==> config.mk <==
export PLATFORM = sky130hd
export DESIGN_NAME = sound_sequencer
export DESIGN_NICKNAME = d
export VERILOG_FILES = /design/src/rtl/sound_sequencer.sv
export SDC_FILE = /design/constraint.sdc
export NUM_CORES = 1
export LEC_CHECK = 0
export ABC_AREA = 0
export CORE_MARGIN = 3
export CORE_UTILIZATION = 40
export DETAILED_ROUTE_END_ITERATION = 8
export SETUP_SLACK_MARGIN = 0.15
export SLEW_MARGIN = 20
export SYNTH_ARGS = -nofsm -noshare
export SYNTH_HDL_FRONTEND = slang
export SYNTH_SLANG_ARGS = --single-unit
==> constraint.sdc <==
create_clock -name clk -period 2.3 [get_ports clk]
set_input_delay 0.46 -clock clk [delete_from_list [all_inputs] [get_ports clk]]
set_output_delay 0.46 -clock clk [all_outputs]
set_load 0.1 [all_outputs]
==> src/rtl/sound_sequencer.sv <==
// Fixed-priority sound effect sequencer: plays a four-note melody per request id onto one tone generator.
// Latency: request to first note is 2 clk edges from IDLE; all outputs registered. No backpressure: requests merge into pending bits.
// Optional SOUND_PREEMPT_EN: a higher-priority pending id restarts playback immediately.
module sound_sequencer #(
    parameter int NOTE_TICKS = 6,
    parameter int GAP_TICKS  = 1
) (
    input  logic       clk,
    input  logic       resetN,
    input  logic       enableSound,
    input  logic       tick,
    input  logic [3:0] req,
    output logic       enable_out,
    output logic [3:0] tone,
    output logic       busy,
    output logic [1:0] active_id,
    output logic       done
);

    localparam logic [7:0] NOTE_T = 8'(NOTE_TICKS);
    localparam logic [7:0] GAP_T  = 8'(GAP_TICKS);
    localparam logic [3:0] REST   = 4'hF;

    typedef enum logic [1:0] {
        IDLE = 2'd0,
        PLAY = 2'd1,
        GAP  = 2'd2
    } state_t;

    state_t     state, state_nxt;
    logic [3:0] pending, pending_nxt;
    logic [1:0] note_idx, note_idx_nxt;
    logic [7:0] tick_cnt, tick_cnt_nxt;
    logic       enable_nxt;
    logic [3:0] tone_nxt;
    logic       busy_nxt;
    logic [1:0] id_nxt;
    logic       done_nxt;

    logic       top_vld;
    logic [1:0] top_id;
    logic       preempt;
    logic       start;
    logic       next_note;
    logic [1:0] idx_inc;
    logic [3:0] start_note;
    logic [3:0] cont_note;

    function automatic logic [3:0] melody(input logic [1:0] id, input logic [1:0] idx);
        logic [3:0] n;
        case ({id, idx})
            4'h0: n = 4'h0;
            4'h1: n = 4'h2;
            4'h2: n = 4'h4;
            4'h3: n = 4'hF;
            4'h4: n = 4'h7;
            4'h5: n = 4'h9;
            4'h6: n = 4'hB;
            4'h7: n = 4'hC;
            4'h8: n = 4'h7;
            4'h9: n = 4'h5;
            4'hA: n = 4'h3;
            4'hB: n = 4'h0;
            4'hC: n = 4'h0;
            4'hD: n = 4'h4;
            4'hE: n = 4'h7;
            default: n = 4'hC;
        endcase
        return n;
    endfunction

    // Highest set pending bit wins; id3 (win) has top priority.
    always_comb begin
        top_vld = |pending;
        top_id  = 2'd0;
        if (pending[3])      top_id = 2'd3;
        else if (pending[2]) top_id = 2'd2;
        else if (pending[1]) top_id = 2'd1;
    end

`ifdef SOUND_PREEMPT_EN
    assign preempt = (state != IDLE) && top_vld && (top_id > active_id);
`else
    assign preempt = 1'b0;
`endif

    assign idx_inc    = note_idx + 2'd1;
    assign start_note = melody(top_id, 2'd0);
    assign cont_note  = melody(active_id, idx_inc);

    always_comb begin
        state_nxt    = state;
        pending_nxt  = pending;
        note_idx_nxt = note_idx;
        tick_cnt_nxt = tick_cnt;
        enable_nxt   = enable_out;
        tone_nxt     = tone;
        busy_nxt     = busy;
        id_nxt       = active_id;
        done_nxt     = 1'b0;
        start        = 1'b0;
        next_note    = 1'b0;

        case (state)
            IDLE: start = top_vld;
            PLAY: begin
                if (preempt) begin
                    start = 1'b1;
                end else if (tick) begin
                    if (tick_cnt + 8'd1 == NOTE_T) begin
                        tick_cnt_nxt = '0;
                        if (note_idx == 2'd3) begin
                            state_nxt  = IDLE;
                            enable_nxt = 1'b0;
                            tone_nxt   = '0;
                            busy_nxt   = 1'b0;
                            done_nxt   = 1'b1;
                        end else if (GAP_T != 8'd0) begin
                            state_nxt  = GAP;
                            enable_nxt = 1'b0;
                            tone_nxt   = REST;
                        end else begin
                            next_note = 1'b1;
                        end
                    end else begin
                        tick_cnt_nxt = tick_cnt + 8'd1;
                    end
                end
            end
            GAP: begin
                if (preempt) begin
                    start = 1'b1;
                end else if (tick) begin
                    if (tick_cnt + 8'd1 == GAP_T) next_note = 1'b1;
                    else                          tick_cnt_nxt = tick_cnt + 8'd1;
                end
            end
            default: state_nxt = IDLE;
        endcase

        if (next_note) begin
            state_nxt    = PLAY;
            note_idx_nxt = idx_inc;
            tick_cnt_nxt = '0;
            enable_nxt   = (cont_note != REST);
            tone_nxt     = cont_note;
        end

        if (start) begin
            state_nxt    = PLAY;
            id_nxt       = top_id;
            pending_nxt  = pending & ~(4'b0001 << top_id);
            note_idx_nxt = '0;
            tick_cnt_nxt = '0;
            busy_nxt     = 1'b1;
            enable_nxt   = (start_note != REST);
            tone_nxt     = start_note;
        end

        // A new request for the id just dequeued re-arms its bit for a replay.
        pending_nxt = pending_nxt | req;

        if (!enableSound) begin
            state_nxt    = IDLE;
            pending_nxt  = '0;
            note_idx_nxt = '0;
            tick_cnt_nxt = '0;
            enable_nxt   = 1'b0;
            tone_nxt     = '0;
            busy_nxt     = 1'b0;
            id_nxt       = '0;
            done_nxt     = 1'b0;
        end
    end

    always_ff @(posedge clk) begin
        if (!resetN) begin
            state      <= IDLE;
            pending    <= '0;
            note_idx   <= '0;
            tick_cnt   <= '0;
            enable_out <= 1'b0;
            tone       <= '0;
            busy       <= 1'b0;
            active_id  <= '0;
            done       <= 1'b0;
        end else begin
            state      <= state_nxt;
            pending    <= pending_nxt;
            note_idx   <= note_idx_nxt;
            tick_cnt   <= tick_cnt_nxt;
            enable_out <= enable_nxt;
            tone       <= tone_nxt;
            busy       <= busy_nxt;
            active_id  <= id_nxt;
            done       <= done_nxt;
        end
    end

endmodule
# Word level (Yosys, flattened, before mapping)
# Memory sizes are Yosys's and may differ from the RTL's.
# Cells that the tools add are included.
[op_classes] order_cmp=0 bitwise=6 n_shift=1 addsub=2 div=0 reduce_logical=23 n_mul=0 n_eq_ne=17 muxes=37
[ops] cell="8-bit two-way mux" n=4
[ops] cell="4-bit two-way mux" n=7
[ops] cell="1-bit two-way mux" n=18
[ops] cell="4-bit != test, second input constant" n=4
[ops] cell="8-bit case mux with 2 select lines" n=1
[ops] cell="2-bit two-way mux" n=5
[ops] cell="2-bit nonzero test" n=5
[ops] cell="3-bit AND reduction" n=3
[ops] cell="3-bit nonzero test" n=3
[ops] cell="8-bit by 1-bit adder with 8-bit output, second input constant" n=1
[ops] cell="2-bit equality test, second input constant" n=4
[ops] cell="8-bit by 1-bit equality test with 1-bit output, second input constant" n=1
[ops] cell="8-bit by 3-bit equality test with 1-bit output, second input constant" n=1
[ops] cell="2-bit != test, second input constant" n=4
[ops] cell="4-bit case mux with 2 select lines" n=1
[ops] cell="4-bit AND reduction" n=2
[ops] cell="4-bit OR reduction" n=2
[ops] cell="2-bit OR reduction" n=3
[ops] cell="5-bit AND reduction" n=1
[ops] cell="4-bit bitwise AND" n=1
[ops] cell="2-bit by 1-bit equality test with 1-bit output, second input constant" n=2
[ops] cell="2-bit zero test" n=2
[ops] cell="4-bit inverter" n=1
[ops] cell="4-bit bitwise OR" n=1
[ops] cell="7 further kinds" n=9
[totals] regBits=25 mem_bits_rw=0 latchBits=0 rom_bits=64 inputBits=8 word_cells=97 memories=1
[memory_table] name="(name not given)" words=16 word_bits=4 rd=1 rd_ports_with_merged_regs=0 wr=0 line="51" text="case ({id, idx})"

# Longest topological paths before layout
# Gate-level depths: netlist (run 1).
[depth] word_depth=8 depth_mapped=8 depth_no_buf=7

# Least setup slack after synthesis (run 1)
# Ideal clock, no wire load.
[synth_timing] path_kind="flip-flop to flip-flop" startpoint="register active_id[1]" endpoint="register enable_out" arrival_time_ns=2.062 slack_ns=0.105 stages_incl_launch_ff=7 path_cell_list="dfxtp_1 buf_1 nand2_1 o211ai_1 o211ai_1 o41ai_1 a21oi_1"
[synth_via] elab_chain_cells=4
[synth_lines] item="start: declaration" line="16" text="output logic [1:0] active_id,"
[synth_lines] item="start signal: assignment" line="195" text="active_id <= id_nxt;"
[synth_lines] item="memory read 16 x 4 bit"
[synth_lines] item="4-bit != test" line="145" text="enable_nxt = (cont_note != REST);"
[synth_lines] item="1-bit two-way mux" line="141" text="if (next_note) begin"
[synth_lines] item="1-bit two-way mux" line="149" text="if (start) begin"
[synth_lines] item="end signal: assignment" line="192" text="enable_out <= enable_nxt;"
[synth_lines] item="end: declaration" line="13" text="output logic enable_out,"
# Every way passes these cells.
# A chain may end at the register's enable or synchronous reset.

# Worst setup path after layout (run 1)
[layout_timing] startpoint="register tick_cnt[0]" endpoint="register tick_cnt[3]"
[layout_via] elab_chain_cells=6 elab_cells_between_ends=14
[layout_lines] item="start: declaration" line="33" text="logic [7:0] tick_cnt, tick_cnt_nxt;"
[layout_lines] item="start signal: assignment" line="191" text="tick_cnt <= tick_cnt_nxt;"
[layout_lines] item="8-bit by 1-bit adder with 8-bit output *"
[layout_lines] item="8-bit by 1-bit equality test with 1-bit output" line="134" text="if (tick_cnt + 8'd1 == GAP_T) next_note = 1'b1;"
[layout_lines] item="1-bit two-way mux" line="134"
[layout_lines] item="1-bit two-way mux" line="133" text="end else if (tick) begin"
[layout_lines] item="1-bit two-way mux"
[layout_lines] item="4-bit OR reduction (no source line)"
# Mark *: on every way between the ends. The rest lies on a longest branch, timed or not. The select of a mux whose other input is x is not followed.

==> flow_summary.toml, run 1 <==
[timing]
final.period_utilization_pct = 90.7
max_freq_mhz = 479
finalSetupViolations = 0
timing.final.hold_violations = 0
final-max-slew-violation-count = 0
slew-limit-headroom_pct = 63.1
setup_total_negative_slack_ns = 0
fin_worst_skew_ns = 0.00404
worst_pin_slew_ns = 0.553
layout_min_cycle_time_ns = 2.09
rsz0062_at_grt = "false"

[place]
routabilityCongestion = 0.859
dp.final_hpwl_um = 2830
number_of_input_and_output_port_buffers_inserted = 16
placed_cells = 257

[cells_and_area]
final-instance-count-excl-fill = 261
drive_gt1_share_pct = 16.4
final.fill_count = 361
finish.net_count = 231
area.growth.synth_to_final_pct = 18.5
fin_util_pct = 50.1
diodes = 0

[clock_tree]
holdBufCountCts = 0
clk_root_buffer_cell = "sky130_fd_sc_hd__clkbuf_8"
clk_transition_reported_paths_ns = 0.09
numClockSinks = 25
cts-buffers-inserted = 3
tritoncts = "built"
post-cts-setup-buffers = 0
cts_max_level = 1
skew_pair_late_insertion_delay_ns = 0.27
clk_path_buf_depth = 2

[drt]
drt_iter0_markers = 131
drt_drc_violations_left = 0
ant_nets = 0
post_drt_wl_per_cell_um = 14.5
detailroute.via_count = 1471
drt_pre_antenna_iters = 4
totalWireLength_um = 3780
vias_per_cell = 5.64

[worst_setup_path]
crit_arrival_ns = 2.29
critical_path_peak_fanout = 12
cpMaxStageDelayCell = "sky130_fd_sc_hd__or4_1"
setup.worst_path.start_class = "flip-flop"
crit_chain = "ha_4 -> and3_1 -> o2111a_2 -> o211a_4 -> or4_1 -> a21oi_1"
worstSetupEndpointType = "flip-flop"
required_ns = 2.50
criticalPathCategory = "flip-flop to flip-flop"
critical-path-max-stage-delay_ns = 0.48

[run_status]
outcome = "completed"

[floorplan]
initial_core_util_pct = 42.2
die_width_um = 68.9
fp.coreArea_um2 = 3740
row_count = 22
io_pins = 17
die-height_um = 68.9
die_area_um2 = 4740

[logic_synthesis]
yosysWarningCount = 0
async_flop_share_pct = 0
synth_seq_cells = 25
synthDistinctLibCells = 50
synth_enable_flop_cells = 0
synth_top_area_cell = "sky130_fd_sc_hd__dfxtp_1"
ys_seq_area_share_pct = 31.6
netlist_instances = 190
synthTopCellsByCount = "sky130_fd_sc_hd__dfxtp_1 (25), sky130_fd_sc_hd__a21oi_1 (19), sky130_fd_sc_hd__nand2_1 (16), sky130_fd_sc_hd__nor2_1 (14), sky130_fd_sc_hd__inv_1 (12)"
mappedNetlistArea_um2 = 1580
post_syn_area_per_cell_um2 = 8.32
synthMostInstantiatedCell = "sky130_fd_sc_hd__dfxtp_1"
synthDominantCellAreaShare_pct = 31.6
yosys-top-cells-area = "sky130_fd_sc_hd__dfxtp_1 (32%), sky130_fd_sc_hd__ha_1 (7.1%), sky130_fd_sc_hd__a21oi_1 (6.0%)"
synth_flop_type = "sky130_fd_sc_hd__dfxtp_1"
syn-num-nets = 207

[global_routing]
first_global_vias = 1359
antenna_found_initial = 0
grt_max_degree = 16
grt_total_ovfl = 0
overall_track_demand_over_capacity_in_global_routing_pct = 16.7
grt_first_pass_wirelength_um = 6040

[power_and_ir_drop]
cellLeakagePower_nw = 0.653
peak_supply_drop_uv = 242
cellPowerDensity_nw_per_um2 = 476

[run]
cap_violations = 0

[min_path]
worstHoldPathType = "flip-flop to flip-flop"
-- logic make-up after synthesis --
group	count (synthesis)	synth area share (%)
flip-flops	25	31.6
multiplexers	2	1.27
AND/OR/NAND/NOR	66	22.3
XOR/XNOR	5	2.77
adder cells (fa/ha/maj)	9	7.12
AO/OA/AOI/OAI	64	29.4
buffers and inverters	19	5.46
-- worst max-delay path, delay by kind of cell (launching register included) --
kind            cells  cell delay [ns]
simple gates        2             0.66
flops               1             0.37
fa+ha+maj           1             0.20
compound gates      3             0.78
-- final cells by class --
cell class | count | area, um2 | area share (%)
timing repair buffer | 26 | 213 | 11.3
multi-input combinational | 146 | 1010 | 53.7
tap | 48 | 60.1 | 3.20
inverter | 12 | 45.0 | 2.40
clock buffer | 4 | 45.0 | 2.40
sequential | 25 | 504 | 26.9
-- power breakdown --
group / internal (mW) / switching (mW)
combinational: 0.0552 / 0.114
sequential: 0.444 / 0.0128
clock: 0.124 / 0.143
-- path summary, 6_finish.rpt --
| path | start | to | slack [ns] | cells after the start |
|---|---|---|---|---|
| min reg2reg | tone[0]$_SDFFE_PN0P_ | tone[0]$_SDFFE_PN0P_ | 0.48 | 2 |
| max reg2reg | tick_cnt[0]$_SDFFE_PP0P_ | tick_cnt[3]$_SDFFE_PP0P_ | 0.21 | 6 |
| min | tone[0]$_SDFFE_PN0P_ | tone[0]$_SDFFE_PN0P_ | 0.48 | 2 |
| max | tick_cnt[0]$_SDFFE_PP0P_ | tick_cnt[3]$_SDFFE_PP0P_ | 0.21 | 6 |
-- cells in the final DEF (no fill, tap or decap), types with 2 or more instances in the layout --
cell type	netlist	layout
sky130_fd_sc_hd__dfxtp_1	25	22
sky130_fd_sc_hd__a21oi_1	19	19
sky130_fd_sc_hd__buf_4	0	19
sky130_fd_sc_hd__nand2_1	16	16
sky130_fd_sc_hd__nor2_1	14	14
sky130_fd_sc_hd__inv_1	12	12
sky130_fd_sc_hd__o21ai_0	10	9
sky130_fd_sc_hd__ha_1	9	8
sky130_fd_sc_hd__o211ai_1	7	7
sky130_fd_sc_hd__clkdlybuf4s50_1	0	7
sky130_fd_sc_hd__o31ai_1	5	5
sky130_fd_sc_hd__nor3_1	4	4
sky130_fd_sc_hd__xnor2_1	4	4
sky130_fd_sc_hd__nand3_1	4	4
sky130_fd_sc_hd__or4_1	4	4
sky130_fd_sc_hd__nand4_1	4	4
sky130_fd_sc_hd__nand2b_1	3	3
sky130_fd_sc_hd__a221oi_1	3	3
sky130_fd_sc_hd__dfxtp_2	0	3
sky130_fd_sc_hd__clkbuf_8	0	3
sky130_fd_sc_hd__and3_1	2	2
sky130_fd_sc_hd__and4_1	2	2
sky130_fd_sc_hd__nor2b_1	2	2
sky130_fd_sc_hd__mux2i_1	2	2
sky130_fd_sc_hd__or3_1	2	2
sky130_fd_sc_hd__nor3b_1	2	2
sky130_fd_sc_hd__o41ai_1	2	2
sky130_fd_sc_hd__a211oi_1	2	2
sky130_fd_sc_hd__nand4b_1	2	2
-- per-stage QoR --
step / area [um2] / power (mW) / hold WS (ns) / setup WS (ns)
after floorplan: 1590 / 0.588 / 0.452 / 0.159
after global placement: 1820 / 0.636 / 0.467 / 0.206
after detailed placement: 1820 / 0.636 / 0.474 / 0.148
after CTS: 1870 / 0.901 / 0.486 / 0.152
after global routing: 1870 / 0.928 / 0.503 / 0.155
final: 1870 / 0.893 / 0.483 / 0.213
-- routing by layer --
layer	share of wire (%)	track usage, %	vias to the layer above
met5	0	0	-
li1	-	-	756
met2	43	25.8	39
met4	1.5	5.35	0
met1	51	23.2	669
met3	4.7	3.24	7
-- timing repair --
action                     4_1_cts  5_1_grt
pin swaps                        0        2
setup endpoints to repair        3        6
resized for setup                1        3
-- state kept, by name (all words and copies together) (netlist names) --
register,count
done,1
pending,4
tick_cnt,8
enable_out,1
busy,1
active_id,2
tone,4
state,2
note_idx,2
Power figures use the tool's default switching activity.
==> run 2, diff against run 1 <==
--- a/config.mk
+++ b/config.mk
@@ -10,7 +10,7 @@
 export CORE_UTILIZATION = 40
 export DETAILED_ROUTE_END_ITERATION = 8
 export SETUP_SLACK_MARGIN = 0.15
-export SLEW_MARGIN = 20
+export SLEW_MARGIN = 15
 export SYNTH_ARGS = -nofsm -noshare
 export SYNTH_HDL_FRONTEND = slang
 export SYNTH_SLANG_ARGS = --single-unit
==> results of run 2 <==
Final layout, timing and power as in run 1 (identical DEF).
==> run 3, diff against run 2 <==
--- a/config.mk
+++ b/config.mk
@@ -9,7 +9,7 @@
 export CORE_MARGIN = 3
 export CORE_UTILIZATION = 40
 export DETAILED_ROUTE_END_ITERATION = 8
-export SETUP_SLACK_MARGIN = 0.15
+export SETUP_SLACK_MARGIN = 0.5
 export SLEW_MARGIN = 15
 export SYNTH_ARGS = -nofsm -noshare
 export SYNTH_HDL_FRONTEND = slang
==> run 3 against run 2 <==
  * Combinational power increased by 9%
  * Setup slack gained 0.11 ns
  * Core utilization rose by 7.0 points
  * Final cell count rose by 5.7%
  * Register-to-register slack improved by 0.11 ns
  * Sequential share of layout area shrank 2.7 points
  * Clock skew rose by 0.0025 ns
  * Sequential cell count did not move
  * Sequential power about the same
  * Via count up 6.1%
  * Critical endpoint unchanged
  * Largest cell class unchanged
==> flow_summary.toml, run 3 (same netlist as run 1, synthesis figures left out) <==
[run_status]
outcome = "completed"

[place]
routabilityCongestion = 0.821
placed_cell_area_um2 = 1800
dp.final_hpwl_um = 2940
number_of_input_and_output_port_buffers_inserted = 16
detailedPlace.worstSlack_ns = 0.126

[worst_setup_path]
setup.worst_path.start_class = "flip-flop"
cpMaxStageDelayCell = "sky130_fd_sc_hd__or4_1"
critPathTopFamily = "compound AO/OA/AOI/OAI gates"
critical_path_peak_fanout = 8
crit_buf_inv = 0
crit_chain = "ha_4 -> and3_4 -> o2111a_2 -> o211a_4 -> or4_1 -> a21oi_2"
crit_arrival_ns = 2.20
criticalPathCategory = "flip-flop to flip-flop"
critical-path-max-stage-delay_ns = 0.50
required_ns = 2.52
worstSetupEndpointType = "flip-flop"

[drt]
detailroute.via_count = 1560
vias_per_cell = 5.65
drt_iter0_markers = 84
totalWireLength_um = 4360
drt_pre_antenna_iters = 4
drt_drc_violations_left = 0
ant_nets = 0
post_drt_wl_per_cell_um = 15.8

[floorplan]
die_area_um2 = 4740
fp.coreArea_um2 = 3740
io_pins = 17
row_count = 22
die_width_um = 68.9
initial_core_util_pct = 42.2
die-height_um = 68.9

[global_routing]
globalRouteMet3Util_pct = 3.08
grt_max_degree = 17
grt_use_met2_pct = 34.2
grt.met1_usage_pct = 21.6
first_global_vias = 1481
grt_first_pass_wirelength_um = 6740
grt_total_ovfl = 0
overall_track_demand_over_capacity_in_global_routing_pct = 19.0
antenna_found_initial = 0
busiest_layer = "met2"

[cells_and_area]
register_name_with_the_most_flops = "tick_cnt"
diodes = 0
final_common_cell = "sky130_fd_sc_hd__buf_4"
final-seq-area_um2 = 517
final_cell_area_um2 = 2140
biggestRegsByFlops = "tick_cnt: 8 flops, pending: 4 flops, tone: 4 flops"
area.growth.synth_to_final_pct = 35.0
multi_input_area_um2 = 1120
most-common-layout-cells = "sky130_fd_sc_hd__buf_4 (29), sky130_fd_sc_hd__a21oi_1 (17), sky130_fd_sc_hd__dfxtp_1 (16)"
largest_register_ff_count = 8
final.fill_count = 346
drive_gt1_share_pct = 33.3
finish.net_count = 246

[clock_tree]
skew_pair_late_insertion_delay_ns = 0.28
cts-buffers-inserted = 3
clk_transition_reported_paths_ns = 0.10
numClockSinks = 25
clk_root_buffer_cell = "sky130_fd_sc_hd__clkbuf_8"
clk_path_buf_depth = 2
tritoncts = "built"
cts_max_level = 1
holdBufCountCts = 0

[timing]
final-max-slew-violation-count = 0
finalSetupViolations = 0
fin_worst_setup_slack_ns = 0.319
timing.final.hold_violations = 0
fin_worst_skew_ns = 0.00658
rsz0062_at_grt = "true"
layout_min_cycle_time_ns = 1.98
worst_pin_slew_ns = 0.522
setup_total_negative_slack_ns = 0
slew-limit-headroom_pct = 65.0
max_freq_mhz = 505
final.period_utilization_pct = 86.1

[run]
cap_violations = 0

[power_and_ir_drop]
cellLeakagePower_nw = 0.761
peak_supply_drop_uv = 332
cellPowerDensity_nw_per_um2 = 435

[min_path]
worstHoldPathType = "flip-flop to flip-flop"
run 3: final cells by class:
type,instances,area share [%]
clock buffer,3,1.93
clock inverter,1,0.410
sequential,25,24.2
inverter,12,2.11
timing repair buffer,41,16.1
multi-input combinational,146,52.5
tap,48,2.81
run 3: path summary, 6_finish.rpt:
path                            startpoint                        to  slack (ns)  depth (start not counted)
setup / recovery  tick_cnt[1]$_SDFFE_PP0P_  tick_cnt[3]$_SDFFE_PP0P_        0.32                          6
hold reg to reg       tone[2]$_SDFFE_PN0P_      tone[2]$_SDFFE_PN0P_        0.49                          2
hold / removal        tone[2]$_SDFFE_PN0P_      tone[2]$_SDFFE_PN0P_        0.49                          2
setup reg to reg  tick_cnt[1]$_SDFFE_PP0P_  tick_cnt[3]$_SDFFE_PP0P_        0.32                          6
run 3: worst reg2reg max path, stage by stage, from the launching register on:
cell	delay (ns)
sky130_fd_sc_hd__dfxtp_4	0.38
sky130_fd_sc_hd__ha_4	0.18
sky130_fd_sc_hd__and3_4	0.17
sky130_fd_sc_hd__o2111a_2	0.28
sky130_fd_sc_hd__o211a_4	0.27
sky130_fd_sc_hd__or4_1	0.50
sky130_fd_sc_hd__a21oi_2	0.14
run 3: what timing repair did:
item,in CTS,in global routing
setup buffers,14,4
gates resized for setup,13,28
endpoints found under the setup margin,19,19
pin swaps,4,11
run 3: report_power, final:
part / leakage, nW / internal [mW] / switching, mW
registers: 0.208 / 0.442 / 0.0134
clock network: 0.0261 / 0.127 / 0.161
logic: 0.527 / 0.0607 / 0.124
run 3: routing by layer:
layer	wire [um]	up-vias
li1	-	791
met1	1890	746
met2	2320	16
met3	72	7
met4	69	0
met5	0	-
run 3: per-stage QoR:
stage	hold slack (ns)	util, %	instances	power, mW
final	0.492	57.1	276	0.929
after global routing	0.513	57.1	276	0.972
after CTS	0.487	53.4	272	0.927
after detailed placement	0.476	48.1	254	0.638
after global placement	0.476	48.1	254	0.636
after floorplan	0.452	-	190	0.588
